$ cat config.mk
export PLATFORM = sky130hd
export DESIGN_NAME = uart_tx
export DESIGN_NICKNAME = d
export VERILOG_FILES = /design/src/rtl/uart_tx_pkg.sv /design/src/rtl/uart_baud_gen.sv /design/src/rtl/uart_tx.sv
export SDC_FILE = /design/constraint.sdc
export NUM_CORES = 1
export LEC_CHECK = 0
export ABC_AREA = 1
export CORE_MARGIN = 5
export CORE_UTILIZATION = 25
export CTS_CLUSTER_DIAMETER = 100
export DETAILED_ROUTE_END_ITERATION = 8
export SLEW_MARGIN = 20
export SYNTH_ARGS = -nofsm -noshare
export SYNTH_HDL_FRONTEND = slang
export SYNTH_HIERARCHICAL = 1
export SYNTH_SLANG_ARGS = --single-unit
export TNS_END_PERCENT = 10
$ cat constraint.sdc
create_clock -name clk -period 1.9 [get_ports clk]
set_clock_uncertainty 0.2 [all_clocks]
set_input_delay 0.57 -clock clk [delete_from_list [all_inputs] [get_ports clk]]
set_output_delay 0.57 -clock clk [all_outputs]
set_load 0.02 [all_outputs]
$ cat src/rtl/uart_tx_pkg.sv
// Shared types and helpers for the UART transmitter (and later the receiver).
// PARITY is always enumerated; it is only reachable when UART_TX_PARITY_EN is defined.
package uart_tx_pkg;

  typedef enum logic [2:0] {
    IDLE,
    START,
    DATA,
    PARITY,
    STOP
  } tx_states_e;

  function automatic int baud_div(input int clk_freq, input int baud_rate);
    return clk_freq / baud_rate;
  endfunction

endpackage

$ cat src/rtl/uart_baud_gen.sv
// Integer bit-time divider: counts 0..DIV-1, strobes tick on the terminal count.
// clear holds the count at zero so a new bit always starts a full period.
module uart_baud_gen #(
  parameter int DIV   = 868,
  parameter int CNT_W = (DIV > 1) ? $clog2(DIV) : 1
) (
  input  logic             clk,
  input  logic             rst_n,
  input  logic             clear,
  output logic [CNT_W-1:0] count,
  output logic             tick
);

  localparam logic [CNT_W-1:0] LAST = CNT_W'(DIV - 1);

  assign tick = (count == LAST);

  always_ff @(posedge clk or negedge rst_n) begin
    if (!rst_n) begin
      count <= '0;
    end else if (clear || tick) begin
      count <= '0;
    end else begin
      count <= count + 1'b1;
    end
  end

endmodule

$ cat src/rtl/uart_tx.sv
// UART transmitter: one word per valid/ready handshake, start + LSB-first data + stop.
// Define UART_TX_PARITY_EN to insert a parity bit (PARITY_ODD selects odd parity).
module uart_tx
  import uart_tx_pkg::*;
#(
  parameter int CLK_FREQ   = 100_000_000,
  parameter int BAUD_RATE  = 115200,
  parameter int DATA_WIDTH = 8,
  parameter int STOP_BITS  = 1
`ifdef UART_TX_PARITY_EN
  ,
  parameter bit PARITY_ODD = 1'b0
`endif
) (
  input  logic                  clk,
  input  logic                  rst_n,
  input  logic [DATA_WIDTH-1:0] data_i,
  input  logic                  valid_i,
  output logic                  ready_o,
  output logic                  tx_o,
  output logic                  busy_o
);

  localparam int BAUD_DIV = baud_div(CLK_FREQ, BAUD_RATE);
  localparam int CNT_W    = (BAUD_DIV > 1) ? $clog2(BAUD_DIV) : 1;
  localparam int BIT_W    = $clog2(DATA_WIDTH + 1);

  localparam logic [BIT_W-1:0] LAST_DATA = BIT_W'(DATA_WIDTH - 1);
  localparam logic [BIT_W-1:0] LAST_STOP = BIT_W'(STOP_BITS - 1);

  tx_states_e            state;
  logic [DATA_WIDTH-1:0] shift_reg;
  logic [BIT_W-1:0]      bit_cnt;
  logic [CNT_W-1:0]      baud_count;
  logic                  baud_tick;
  logic                  baud_clear;
`ifdef UART_TX_PARITY_EN
  logic                  parity_bit;
`endif

  // Every state change outside IDLE lands on a terminal count, which already
  // clears the divider; IDLE holds it at zero so START gets a full bit time.
  assign baud_clear = (state == IDLE);

  uart_baud_gen #(
    .DIV   (BAUD_DIV),
    .CNT_W (CNT_W)
  ) u_baud_gen (
    .clk   (clk),
    .rst_n (rst_n),
    .clear (baud_clear),
    .count (baud_count),
    .tick  (baud_tick)
  );

  always_ff @(posedge clk) begin
    if (rst_n && state == IDLE) begin
      assert (baud_count == '0);
    end
  end

  // tx_o, ready_o and busy_o are assigned from the next state so they
  // change on the same edge as the state and never glitch.
  always_ff @(posedge clk or negedge rst_n) begin
    if (!rst_n) begin
      state      <= IDLE;
      shift_reg  <= '0;
      bit_cnt    <= '0;
      tx_o       <= 1'b1;
      ready_o    <= 1'b1;
      busy_o     <= 1'b0;
`ifdef UART_TX_PARITY_EN
      parity_bit <= 1'b0;
`endif
    end else begin
      case (state)
        IDLE: begin
          bit_cnt <= '0;
          if (valid_i && ready_o) begin
            state      <= START;
            shift_reg  <= data_i;
            tx_o       <= 1'b0;
            ready_o    <= 1'b0;
            busy_o     <= 1'b1;
`ifdef UART_TX_PARITY_EN
            parity_bit <= PARITY_ODD ? ~^data_i : ^data_i;
`endif
          end else begin
            tx_o    <= 1'b1;
            ready_o <= 1'b1;
            busy_o  <= 1'b0;
          end
        end

        START: begin
          if (baud_tick) begin
            state   <= DATA;
            bit_cnt <= '0;
            tx_o    <= shift_reg[0];
          end
        end

        DATA: begin
          if (baud_tick) begin
            shift_reg <= {1'b0, shift_reg[DATA_WIDTH-1:1]};
            if (bit_cnt == LAST_DATA) begin
              bit_cnt <= '0;
`ifdef UART_TX_PARITY_EN
              state   <= PARITY;
              tx_o    <= parity_bit;
`else
              state   <= STOP;
              tx_o    <= 1'b1;
`endif
            end else begin
              bit_cnt <= bit_cnt + 1'b1;
              tx_o    <= shift_reg[1];
            end
          end
        end

`ifdef UART_TX_PARITY_EN
        PARITY: begin
          if (baud_tick) begin
            state   <= STOP;
            bit_cnt <= '0;
            tx_o    <= 1'b1;
          end
        end
`endif

        // The bit counter is reused here to count stop bits.
        STOP: begin
          if (baud_tick) begin
            if (bit_cnt == LAST_STOP) begin
              state   <= IDLE;
              bit_cnt <= '0;
              ready_o <= 1'b1;
              busy_o  <= 1'b0;
            end else begin
              bit_cnt <= bit_cnt + 1'b1;
            end
          end
        end

        default: begin
          state   <= IDLE;
          bit_cnt <= '0;
          tx_o    <= 1'b1;
          ready_o <= 1'b1;
          busy_o  <= 1'b0;
        end
      endcase
    end
  end

endmodule

==> flow_summary.json, run 1 <==
{
  "layout_min_cycle_time_ns": 1.75,
  "switching_power_mw": 1.02,
  "p_comb_share_pct": 45.4,
  "cts_sinks": 28,
  "end_kind": "output pin",
  "hold_path_class": "register to register",
  "grt_pass1_vias": 1322,
  "wl_per_cell_um": 9.58,
  "viasPerCell": 4.25,
  "grt_usage_pct": 7.83,
  "final_cell_area_sq_um": 1980,
  "seqPwrFrac_pct": 35.9,
  "mostFrequentLayoutCell": "nand2_1",
  "clk_pin_slew_ns": 0.10,
  "ios": 14,
  "p_per_area_nw_per_um2": 1280,
  "largest_reg_flops": 10,
  "yosysWarnings": 6,
  "numCtsBuffers": 3,
  "syn2layout_area_growth_pct": 24.8,
  "grt_max_degree": 29,
  "pwr-share-clk_pct": 18.7,
  "fp.dieArea_sq_um": 8060,
  "status": "complete, no violations",
  "grt_pass1_wl_mm": 5.50,
  "syn_area_per_cell_sq_um": 7.65,
  "clk_latency_ns": 0.28,
  "report.final.hold_viol_count": 0,
  "max_slew_margin_pct": 69.8,
  "path_buf_inv": 1,
  "drc_errors": 0,
  "swShare_pct": 40.1,
  "first_iter_violations": 48,
  "finalCritPeriodShare_pct": 92.3,
  "die_h_um": 89.8,
  "rsz0062_at_grt": "no",
  "fmax_mhz": 570,
  "die_w_um": 89.8,
  "dp_cells": 305,
  "cts_hold_buf": 0,
  "final_cell_mix": "63 x nand2_1, 30 x inv_1, 26 x dfrtp_1, 17 x nor2_1",
  "cap_viol_max_count": 0,
  "ant_nets": 0,
  "syn_nets": 222,
  "critical_path.startpoint_type": "register",
  "antenna_found_initial": 0,
  "vias": 1318,
  "portBuffers": 13,
  "diodes": 0,
  "rows": 29,
  "gp_congestion": 0.766,
  "path_max_fanout": 2,
  "p_int_mw": 1.52,
  "seq_area_sq_um": 703,
  "setup-violations-final": 0,
  "ir_drop_uv": 425,
  "root_buffer": "clkbuf_8",
  "tightest_slew_ns": 0.450,
  "crit_path_cell_trace": "dlygate4sd2_1",
  "grt_overflow": 0,
  "worstPathArrival_ns": 0.98,
  "crit_slowest_cell": "dfrtp_1",
  "fin_nets": 248,
  "hpwlAfterDp_mm": 2.26,
  "slew_violations": 0,
  "clockBufferDepth": 2,
  "power.leakage_nw": 1.01,
  "critPathTopFamily": "flip-flops",
  "dr.pass1.iters": 4,
  "multi_input_area_sq_um": 767,
  "ys_ff_latch": 28,
  "synth-seq-area-share_pct": 44.2,
  "placed_cell_area_sq_um": 1890,
  "cts.htree.levels": 1,
  "coreArea_sq_um": 6280,
  "path_class": "register to output pin",
  "wirelength_mm": 2.97,
  "required_ns": 1.13,
  "fill_cells": 685,
  "slowest_delay_ns": 0.39,
  "ys_types": 28,
  "cts_tree": "done",
  "synthCells": 208,
  "drive_gt1_share_pct": 18.0,
  "synthesis.area_sq_um": 1590,
  "fin_cells": 310,
  "initial_core_util_pct": 25.3
}
[final timing paths]
kind	from	to	slack (ns)	cells after the start
setup / recovery	busy_o$_DFFE_PN0P_	busy_o	0.15	1
hold / removal	busy_o$_DFFE_PN0P_	busy_o$_DFFE_PN0P_	0.27	2
setup reg to reg	u_baud_gen/count[1]$_DFF_PN0_	tx_o$_DFFE_PN1P_	0.17	11
hold reg to reg	busy_o$_DFFE_PN0P_	busy_o$_DFFE_PN0P_	0.27	2
max in group asynchronous	rst_n	ready_o$_DFFE_PN1P_	0.83	2
min in group asynchronous	rst_n	state[2]$_DFFE_PN0P_	0.44	2
[stage by stage]
step	util, %	setup TNS (ns)	hold WS [ns]	power, mW	worst slack, ns
floorplan	-	0	0.0744	1.72	0.157
global placement	30.2	0	0.258	2.05	0.00713
detailed placement	30.2	-0.00750	0.261	2.07	-0.00489
CTS	31.3	0	0.281	2.54	0.00569
global route	31.6	0	0.299	2.78	0.00760
finish	31.6	0	0.273	2.55	0.146
[synth_stat cells, drive strengths merged]
cell type,count,share of area [%]
a21boi,1,0.47
a21o,1,0.47
a21oi,2,0.63
buf,2,1.0
dfrtp,26,41
dfstp,2,3.3
ha,3,2.4
inv,34,8.0
nand2,70,18
nand3,13,5.5
nand3b,1,0.47
nand4,4,1.6
nor2,22,6.0
nor3,1,0.63
o211ai,1,0.79
o21ai,18,5.9
or2,1,0.39
xnor2,2,1.1
xor2,4,2.2
[power groups by stage]
| stage | sequential, mW | clock (mW) | combinational, mW |
|---|---|---|---|
| after floorplan | 0.944 | 0 | 0.780 |
| after global placement | 0.913 | 0 | 1.13 |
| after detailed placement | 0.920 | 0 | 1.15 |
| after CTS | 0.908 | 0.486 | 1.14 |
| after global routing | 0.941 | 0.509 | 1.33 |
| final | 0.914 | 0.477 | 1.15 |
[final cells by class]
cell class / instances / share of cell area [%]
clock inverters: 1 / 1.51
repair buffers: 23 / 11.0
inverters: 34 / 6.43
flip-flops and latches: 28 / 35.4
clock buffers: 3 / 2.08
well taps: 77 / 4.85
multi-input cells: 144 / 38.7
[routing by layer]
metal	part of all wire, %	global-route usage (%)
met1	52	10.5
met2	44	12.5
met3	2.5	1.34
met4	1.4	3.02
met5	0	0
[cell families (layout without fill, tap and decap cells)]
family / after synthesis / count (layout) / synth area share [%]
AO/OA/AOI/OAI: 23 / 23 / 8.26
XOR/XNOR: 6 / 6 / 3.30
adder cells (fa/ha/maj): 3 / 3 / 2.36
buffers and inverters: 36 / 61 / 9.05
flip-flops: 28 / 28 / 44.2
AND/OR/NAND/NOR: 112 / 112 / 32.8
[timing repair]
action / in CTS / in global routing
pin swaps: 0 / 0
setup buffers: 0 / 1
endpoints found under the hold margin: 0 / 0
setup endpoints to repair: 4 / 17
gates resized for setup: 6 / 6
Power figures use the tool's default switching activity.
==> run 2, diff against run 1 <==
--- a/config.mk
+++ b/config.mk
@@ -10,6 +10,7 @@
 export CORE_UTILIZATION = 25
 export CTS_CLUSTER_DIAMETER = 100
 export DETAILED_ROUTE_END_ITERATION = 8
+export GPL_ROUTABILITY_DRIVEN = 1
 export SLEW_MARGIN = 20
 export SYNTH_ARGS = -nofsm -noshare
 export SYNTH_HDL_FRONTEND = slang
==> results of run 2 <==
Final layout, timing and power as in run 1 (identical DEF).
==> run 3, diff against run 2 <==
--- a/config.mk
+++ b/config.mk
@@ -11,6 +11,7 @@
 export CTS_CLUSTER_DIAMETER = 100
 export DETAILED_ROUTE_END_ITERATION = 8
 export GPL_ROUTABILITY_DRIVEN = 1
+export RECOVER_POWER = 50
 export SLEW_MARGIN = 20
 export SYNTH_ARGS = -nofsm -noshare
 export SYNTH_HDL_FRONTEND = slang
==> run 3 against run 2 <==
Register-to-register slack hardly changed. Worst hold slack barely moved. Total power decreased by 0.88%. Non-clock buffer count did not move. Critical path depth unchanged. Setup slack is essentially flat. Clock-buffer cell count did not move. Sequential share of layout area increased by 0.41 points. Clock power about the same. Cell area shrank 1.1%. Critical path type unchanged. Largest power group unchanged.
==> flow_summary.json, run 3 (same netlist as run 1, synthesis figures left out) <==
{
  "hpwlAfterDp_mm": 2.26,
  "largest_reg_flops": 10,
  "required_ns": 1.13,
  "wirelength_mm": 2.97,
  "end_kind": "output pin",
  "setup-violations-final": 0,
  "placed_cell_area_sq_um": 1890,
  "mostFrequentLayoutCell": "nand2_1",
  "max_slew_margin_pct": 53.3,
  "final_cell_area_sq_um": 1960,
  "path_buf_inv": 1,
  "cts_hold_buf": 0,
  "antenna_found_initial": 0,
  "slowest_delay_ns": 0.39,
  "rows": 29,
  "dp_slack_ns": -0.00489,
  "fin_cells": 310,
  "critical_path.startpoint_type": "register",
  "ant_nets": 0,
  "path_class": "register to output pin",
  "slew_violations": 0,
  "die_w_um": 89.8,
  "rsz0062_at_grt": "no",
  "report.final.hold_viol_count": 0,
  "dr.pass1.iters": 4,
  "vias": 1318,
  "power.leakage_nw": 1.01,
  "initial_core_util_pct": 25.3,
  "critPathTopFamily": "flip-flops",
  "grt_usage_pct": 7.83,
  "clockBufferDepth": 2,
  "fmax_mhz": 570,
  "grt_pass1_vias": 1322,
  "drive_gt1_share_pct": 17.6,
  "setup_tns_ns": 0,
  "fill_cells": 689,
  "hold_path_class": "register to register",
  "final_cell_mix": "64 x nand2_1, 30 x inv_1, 26 x dfrtp_1, 17 x nor2_1, 10 x nand3_1",
  "status": "complete, no violations",
  "clk_pin_slew_ns": 0.10,
  "diodes": 0,
  "drc_errors": 0,
  "coreArea_sq_um": 6280,
  "gp_congestion": 0.766,
  "setup_slack_ns": 0.146,
  "grt_max_degree": 29,
  "worstPathArrival_ns": 0.98,
  "cap_viol_max_count": 0,
  "crit_path_cell_trace": "dlygate4sd2_1",
  "first_iter_violations": 48,
  "clk_latency_ns": 0.28,
  "dp_cells": 305,
  "finalCritPeriodShare_pct": 92.3,
  "syn2layout_area_growth_pct": 23.4,
  "wl_per_cell_um": 9.58,
  "ios": 14,
  "tightest_slew_ns": 0.700,
  "viasPerCell": 4.25,
  "layout_min_cycle_time_ns": 1.75,
  "numCtsBuffers": 3,
  "root_buffer": "clkbuf_8",
  "grt_overflow": 0,
  "die_h_um": 89.8,
  "grt_pass1_wl_mm": 5.50,
  "fp.dieArea_sq_um": 8060,
  "cts_sinks": 28,
  "cts_tree": "done",
  "fin_nets": 248,
  "crit_slowest_cell": "dfrtp_1",
  "path_max_fanout": 2,
  "p_per_area_nw_per_um2": 1290,
  "portBuffers": 13,
  "final_util_pct": 31.3,
  "ir_drop_uv": 424,
  "cts.htree.levels": 1
}
==> run 3: cell type report <==
type	instances	area, sq um	area share (%)
Tap cell	77	96.3	4.91
Timing Repair Buffer	23	204	10.4
Clock inverter	1	30.0	1.53
Clock buffer	3	41.3	2.10
Inverter	34	128	6.51
Multi-Input combinational cell	144	759	38.7
Sequential cell	28	703	35.8
==> run 3: final timing paths <==
kind                                          startpoint                       end  slack (ns)  cells after the start
max in group asynchronous                          rst_n  shift_reg[1]$_DFFE_PN0P_        0.39                      2
min                                   busy_o$_DFFE_PN0P_        busy_o$_DFFE_PN0P_        0.27                      2
min in group asynchronous                          rst_n      state[2]$_DFFE_PN0P_        0.66                      2
max reg2reg                u_baud_gen/count[1]$_DFF_PN0_          tx_o$_DFFE_PN1P_        0.17                     11
min reg2reg                           busy_o$_DFFE_PN0P_        busy_o$_DFFE_PN0P_        0.27                      2
max                                   busy_o$_DFFE_PN0P_                    busy_o        0.15                      1
==> run 3: stage by stage <==
stage               hold WS (ns)  power [mW]
floorplan                 0.0744        1.72
global placement           0.258        2.05
detailed placement         0.261        2.07
CTS                        0.281        2.54
global route               0.299        2.76
finish                     0.273        2.52
==> run 3: power breakdown <==
part           leakage (nW)  internal [mW]  switching (mW)
sequential            0.364          0.790           0.123
clock                0.0357          0.282           0.195
combinational         0.606          0.437           0.695
==> run 3: layer usage <==
layer	GRT usage, %	share of wire, %	up-vias
li1	-	-	690
met1	10.5	52	614
met2	12.5	44	12
met3	1.34	2.5	2
met4	3.02	1.4	0
met5	0	0	-
==> run 3: what timing repair did <==
action | CTS | global route
setup buffers | 0 | 1
resized for setup | 6 | 6
setup endpoints to repair | 4 | 17
